$ cat src/rtl/bhg_fifo_rr_arbiter_pkg.sv
// bhg_fifo_arb_pkg: shared types and helpers for the round-robin FIFO arbiter.
package bhg_fifo_arb_pkg;

    typedef enum logic {IDLE, GRANT} state_t;

    function automatic int port_bits(input int ports);
        return ports > 2 ? $clog2(ports) : 1;
    endfunction

    // First ready index strictly after last, wrapping at ports-1; supports up to 16 ports.
    function automatic logic [3:0] rr_next(input logic [15:0] ready, input logic [3:0] last, input int ports);
        int idx;
        logic [3:0] r;
        logic hit;
        r = last;
        hit = 1'b0;
        for (int i = 1; i <= 16; i++) begin
            idx = (int'(last) + i) % ports;
            if (i <= ports && !hit && ready[idx[3:0]]) begin
                r = idx[3:0];
                hit = 1'b1;
            end
        end
        return r;
    endfunction

endpackage

$ cat src/rtl/bhg_fifo_rr_arbiter_if.sv
// bhg_fifo_rr_arbiter_if: requester-side and downstream-side handshake bundle.
interface bhg_fifo_rr_arbiter_if #(parameter int PORTS = 4, parameter int bits = 8);
    import bhg_fifo_arb_pkg::*;
    localparam int PB = port_bits(PORTS);
    logic [PORTS-1:0] port_ready;
    logic [PORTS-1:0][bits-1:0] port_data;
    logic [PORTS-1:0] port_shift_out;
    logic out_full;
    logic out_shift_in;
    logic [bits-1:0] out_data;
    logic [PB-1:0] out_port;
    logic busy;
    modport master(input port_ready, port_data, out_full,
                   output port_shift_out, out_shift_in, out_data, out_port, busy);
    modport slave(output port_ready, port_data, out_full,
                  input port_shift_out, out_shift_in, out_data, out_port, busy);
endinterface

$ cat src/rtl/bhg_fifo_rr_arbiter_pick.sv
// bhg_rr_pick: combinational round-robin selection of the next ready port.
module bhg_rr_pick
    import bhg_fifo_arb_pkg::*;
#(
    parameter int PORTS = 4,
    localparam int PB = port_bits(PORTS)
) (
    input  logic [PORTS-1:0] ready,
    input  logic [PB-1:0]    last,
    output logic             found,
    output logic [PB-1:0]    sel
);
    assign found = |ready;
    assign sel = PB'(rr_next(16'(ready), 4'(last), PORTS));
endmodule

$ cat src/rtl/bhg_fifo_rr_arbiter.sv
// bhg_fifo_rr_arbiter: drains FWFT requester FIFOs round-robin into one downstream FIFO,
// bounded bursts per grant, each forwarded word tagged with its source port.
module bhg_fifo_rr_arbiter
    import bhg_fifo_arb_pkg::*;
#(
    parameter int PORTS = 4,
    parameter int bits = 8,
    parameter int max_burst = 4
) (
    input logic clk,
    input logic reset_n,
    bhg_fifo_rr_arbiter_if.master bus
);
    localparam int PB = port_bits(PORTS);
    localparam int BW = $clog2(max_burst + 1);

    state_t state_q, state_d;
    logic [PB-1:0] gnt_q, gnt_d, last_gnt_q, last_gnt_d, out_port_q, out_port_d, sel;
    logic [BW-1:0] burst_q, burst_d;
    logic [bits-1:0] out_data_q, out_data_d;
    logic out_shift_in_q, out_shift_in_d;
    logic found, pop, rel;

    bhg_rr_pick #(.PORTS(PORTS)) u_pick (
        .ready(bus.port_ready),
        .last (last_gnt_q),
        .found(found),
        .sel  (sel)
    );

    // Pop depends on state_q, so an asserted reset kills it in the same cycle.
    assign pop = state_q == GRANT && bus.port_ready[gnt_q] && !bus.out_full;
    assign rel = (pop && burst_q == BW'(max_burst - 1)) || !bus.port_ready[gnt_q];

    always_comb begin
        state_d = state_q;
        gnt_d = gnt_q;
        last_gnt_d = last_gnt_q;
        burst_d = burst_q;
        if (state_q == IDLE) begin
            state_d = found ? GRANT : IDLE;
            gnt_d = found ? sel : gnt_q;
            burst_d = found ? '0 : burst_q;
        end else begin
            burst_d = pop ? burst_q + BW'(1) : burst_q;
            state_d = rel ? IDLE : GRANT;
            last_gnt_d = rel ? gnt_q : last_gnt_q;
        end
        out_shift_in_d = pop;
        out_data_d = pop ? bus.port_data[gnt_q] : out_data_q;
        out_port_d = pop ? gnt_q : out_port_q;
    end

    always_ff @(posedge clk or negedge reset_n) begin
        if (!reset_n) begin
            state_q <= IDLE;
            gnt_q <= '0;
            last_gnt_q <= PB'(PORTS - 1);
            burst_q <= '0;
            out_shift_in_q <= 1'b0;
            out_data_q <= '0;
            out_port_q <= '0;
        end else begin
            state_q <= state_d;
            gnt_q <= gnt_d;
            last_gnt_q <= last_gnt_d;
            burst_q <= burst_d;
            out_shift_in_q <= out_shift_in_d;
            out_data_q <= out_data_d;
            out_port_q <= out_port_d;
        end
    end

    assign bus.port_shift_out = pop ? PORTS'(1) << gnt_q : '0;
    assign bus.out_shift_in = out_shift_in_q;
    assign bus.out_data = out_data_q;
    assign bus.out_port = out_port_q;
    assign bus.busy = state_q == GRANT;
endmodule

$ cat src/flat_wrapper.sv
// flat-port wrapper written by rule: the top's interface ports become plain ports
module bhg_fifo_rr_arbiter_flat import bhg_fifo_arb_pkg::*;
#(
    parameter int PORTS = 4,
    parameter int bits = 8,
    parameter int max_burst = 4
)
  (clk, reset_n, bus_port_ready, bus_port_data, bus_out_full, bus_port_shift_out, bus_out_shift_in, bus_out_data, bus_out_port, bus_busy);
  bhg_fifo_rr_arbiter_if #(.PORTS(PORTS), .bits(bits)) bus_i ();
  input logic clk;
  input logic reset_n;
  input wire logic [$bits(bus_i.port_ready)-1:0] bus_port_ready;
  input wire logic [$bits(bus_i.port_data)-1:0] bus_port_data;
  input wire logic [$bits(bus_i.out_full)-1:0] bus_out_full;
  output wire logic [$bits(bus_i.port_shift_out)-1:0] bus_port_shift_out;
  output wire logic [$bits(bus_i.out_shift_in)-1:0] bus_out_shift_in;
  output wire logic [$bits(bus_i.out_data)-1:0] bus_out_data;
  output wire logic [$bits(bus_i.out_port)-1:0] bus_out_port;
  output wire logic [$bits(bus_i.busy)-1:0] bus_busy;
  assign bus_i.port_ready = bus_port_ready;
  assign bus_i.port_data = bus_port_data;
  assign bus_i.out_full = bus_out_full;
  assign bus_port_shift_out = bus_i.port_shift_out;
  assign bus_out_shift_in = bus_i.out_shift_in;
  assign bus_out_data = bus_i.out_data;
  assign bus_out_port = bus_i.out_port;
  assign bus_busy = bus_i.busy;
  bhg_fifo_rr_arbiter #(.PORTS(PORTS), .bits(bits), .max_burst(max_burst)) u_core (.clk(clk), .reset_n(reset_n), .bus(bus_i));
endmodule
$ cat config.mk
export PLATFORM = sky130hd
export DESIGN_NAME = bhg_fifo_rr_arbiter_flat
export DESIGN_NICKNAME = d
export VERILOG_FILES = /design/src/rtl/bhg_fifo_rr_arbiter_pkg.sv /design/src/rtl/bhg_fifo_rr_arbiter_if.sv /design/src/rtl/bhg_fifo_rr_arbiter_pick.sv /design/src/rtl/bhg_fifo_rr_arbiter.sv /design/src/flat_wrapper.sv
export SDC_FILE = /design/constraint.sdc
export NUM_CORES = 1
export LEC_CHECK = 0
export CAP_MARGIN = 10
export CORE_ASPECT_RATIO = 0.5
export CORE_MARGIN = 1
export CORE_UTILIZATION = 37
export CTS_BUF_LIST = sky130_fd_sc_hd__clkbuf_4 sky130_fd_sc_hd__clkbuf_8 sky130_fd_sc_hd__clkbuf_16
export DETAILED_ROUTE_END_ITERATION = 10
export GPL_TIMING_DRIVEN = 0
export PLACE_DENSITY = 0.75
export SYNTH_ARGS = -nofsm -noshare
export SYNTH_HDL_FRONTEND = slang
export SYNTH_SLANG_ARGS = --single-unit
$ cat constraint.sdc
create_clock -name clk -period 1.5 [get_ports clk]
set_input_delay 0.15 -clock clk [delete_from_list [all_inputs] [get_ports clk]]
set_output_delay 0.15 -clock clk [all_outputs]
set_load 0.005 [all_outputs]
==> results.md <==
* Pin count of the biggest net entering global routing at 20
* Post-detail-place hpwl at 2115 um
* Instance area after placement at 1799 um2
* Buffers and inverters on the worst path at 2
* H-tree depth at 1
* First-pass GRT wire length at 4850 um
* Count of final hold-check violations at 0
* Cell variety after synth at 35
* Crit-path max cell delay at 550 ps
* Nature of the critical path startpoint: register
* Num rows at 14
* Antenna violation net count after detailed routing at 0
* Share of the yosys chip area belonging to registers at 0.3934
* Clock insertion delay at the later pin of the skew report at 260 ps
* Layout area overhead at 66.22%
* Maximum capacitance violations at 0
* Fin Hold WS at 348.9 ps
* Average cell area after synthesis at 13.21 um2
* Worst slack, placed at -557.4 ps
* Dominant cells by area after synthesis: sky130_fd_sc_hd__dfrtp_1, sky130_fd_sc_hd__mux4_2, sky130_fd_sc_hd__mux2_4
* Number of remaining DRC errors at 0
* Primary flip-flop cell chosen by synthesis mapping: sky130_fd_sc_hd__dfrtp_1
* Cell with the biggest individual delay on the critical path: sky130_fd_sc_hd__mux4_2
* Fraction of registers with async set or reset after synthesis at 1.000
* Worst r2r path cells at 5
* Critical path data arrival time at 1850 ps
* Fmax at 587.8 MHz
* Vias in the first global route at 1007
* Total global routing overflow at 0
* Fraction of layout cells with a size suffix above 1 at 0.3704
* Die height at 42.52 um
* Final sum of negative setup slack at -2372 ps
* Clock sink count at 19
* Launch point of the critical path: u_core.gnt_q[1]
* Launching point of the worst reg2reg path: u_core.gnt_q[1]
* Final instance count without filler cells at 202
* Core area at 3065 um2
* Number of nets in the finished design at 204
* Hold Path Cell Cnt at 3
* Largest fanout on the critical path at 6
* Final critical-path share of the clock period at 1.134
* Status: finished, violations left
* Worst min path class: primary input to register
* Number of vias in the routed layout at 1026
* Net count of the mapped netlist at 133
* Violations in the final reports: setup timing
* Port bufs at 53
* Headroom to the max-slew limit at 0.4385
* Power Total at 3.496 mW
* Gate Count Post-Synth at 92
* Top cell types by occurrence after synthesis: sky130_fd_sc_hd__dfrtp_1, sky130_fd_sc_hd__mux4_2, sky130_fd_sc_hd__mux2_2
* Cell accounting for the most synthesized area: sky130_fd_sc_hd__dfrtp_1
* Vias per inst at 5.079
* Number of top-level pins at 55
* Post-synthesis instance area at 1215 um2
* LEAKAGE at 0.9069 nW
* Fillers at 221
* Number of antenna violations at the first check in global routing at 0
* Post-route cell area at 2019 um2
* Fin. max-slew vios at 0
* Cell Count Post-Placement at 185
* First-pass iteration count of the detailed router at 4
* Warnings from Yosys at 0
* Start-to-end type of the worst setup path: register to register
* DIE AREA at 3531 um2
* Overall track demand over capacity in global routing at 0.1838
* Setup repair after global routing missed its margin: true
* Initial cell density of the core at 0.3963
* Power per cell area at 1731 nW/um2
* Final GP Congestion at 0.8034
* Worst-case setup margin in the final layout at -201.2 ps
* Worst endpoint required time at 1650 ps
* Count of flip-flops with a built-in enable after synthesis at 0
* Timing endpoint of the critical path: u_core.bus.out_data[2]
* IR Drop Worst-Case VDD at 0.7768 mV
* Final Setup Violations at 18
* Critical R2R Capture: u_core.bus.out_data[2]
* Maximum buffer depth of the clock tree at 2
* Cells traversed along the worst timing path: buf_6, mux4_2, nand2_4, clkbuf_16, mux2_4
* Iter 0 DRT Violations at 37
* Kind of cell adding the most delay to the critical path: multiplexers
* TritonCTS clock tree: yes
* Die width at 83.04 um
* Most common cell in the netlist: sky130_fd_sc_hd__dfrtp_1
* Final standard cell utilization of the core at 0.6588
* Top cell type's share of synthesized area at 0.3502
* Reg clk slew, reported paths at 70 ps
* Diode count at 0
* Stages on worst setup path at 5
* Setup slack, reg-to-reg at -200 ps
* Post-route clock skew at 3.348 ps
* Drt total wl at 2999 um
* Kind of capture point of the worst setup path: register
* Routed length per instance at 14.85 um
* Hold buffer count at CTS at 0
* Cell chosen for the clock root: sky130_fd_sc_hd__clkbuf_8
* Worst slew pin tran at 839.5 ps
* Post-synthesis register bit count at 19
* Clock buffer count from CTS at 3
* Min Clock Period, post-route at 1701 ps
cell type report:
cell class | instances | area [um2] | area share
multi-input cells | 61 | 698.2 | 0.3457
clock buffers | 4 | 48.80 | 0.02416
repair buffers | 69 | 651.9 | 0.3228
flip-flops and latches | 19 | 479.2 | 0.2373
well taps | 40 | 50.05 | 0.02478
plain buffers | 5 | 76.32 | 0.03779
inverters | 4 | 15.01 | 0.007435
repair_timing:
item                                    in CTS  in global routing
gates resized for setup                     26                  6
gates cloned                                 0                  1
endpoints found under the setup margin      22                 20
buffers inserted                            10                  5
endpoints found under the hold margin        0                  0
pin swaps                                    1                  2
cell families (layout without fill, tap and decap cells):
| family | after synthesis | in the layout | synth area share |
|---|---|---|---|
| AOI/OAI and AO/OA | 12 | 12 | 0.08652 |
| adders and majority gates | 2 | 2 | 0.02059 |
| buffers and inverters | 12 | 82 | 0.05972 |
| DFF | 19 | 19 | 0.3934 |
| muxes | 24 | 24 | 0.3224 |
| and+or+nand+nor | 23 | 23 | 0.1174 |
tightest hold or removal path, cell delays in order:
cell,delay (ps)
sky130_fd_sc_hd__buf_2,180
sky130_fd_sc_hd__o41ai_4,160
sky130_fd_sc_hd__nand2_1,80
state kept, by name, indices dropped and copies added (netlist names):
register	count
u_core.burst_q	3
u_core.bus.out_shift_in	1
u_core.last_gnt_q	2
u_core.bus.out_port	2
u_core.bus.out_data	8
u_core.bus.busy	1
u_core.gnt_q	2
metal layers:
| layer | track usage | routed length (um) | vias up |
|---|---|---|---|
| met5 | 0 | 0 | - |
| met4 | 0.09310 | 62 | 0 |
| met3 | 0.04134 | 78 | 5 |
| met2 | 0.2951 | 1492 | 19 |
| met1 | 0.2375 | 1366 | 510 |
| li1 | - | - | 492 |
how the worst min path moves through the flow:
stage                                 start           endpoint  slack, ps
after floorplan                     reset_n  u_core.burst_q[0]       -150
after global placement    u_core.burst_q[0]  u_core.burst_q[0]        480
after detailed placement  u_core.burst_q[0]  u_core.burst_q[0]        490
after CTS                 bus_port_ready[1]    u_core.bus.busy        330
after global routing      bus_port_ready[1]    u_core.bus.busy        360
final                     bus_port_ready[1]    u_core.bus.busy        350
cell usage in the layout, fill, tap and decap left out, types with 3 or more instances in the layout:
master                            instances
sky130_fd_sc_hd__buf_4                   15
sky130_fd_sc_hd__dlygate4sd2_1            3
sky130_fd_sc_hd__inv_1                    3
sky130_fd_sc_hd__clkdlybuf4s50_1         46
sky130_fd_sc_hd__clkbuf_8                 3
sky130_fd_sc_hd__mux2_4                  10
sky130_fd_sc_hd__nor2b_1                  3
sky130_fd_sc_hd__nand3_1                  3
sky130_fd_sc_hd__dfrtp_1                 16
sky130_fd_sc_hd__mux4_2                   9
sky130_fd_sc_hd__mux2_2                   3
sky130_fd_sc_hd__buf_2                    3
sky130_fd_sc_hd__nand2_1                  4
report_power, final:
| group | leakage [nW] | switching, mW | internal (mW) |
|---|---|---|---|
| logic | 0.653 | 0.713 | 1.44 |
| clock network | 0.0262 | 0.164 | 0.207 |
| registers | 0.228 | 0.184 | 0.783 |
Power figures use the tool's default switching activity.
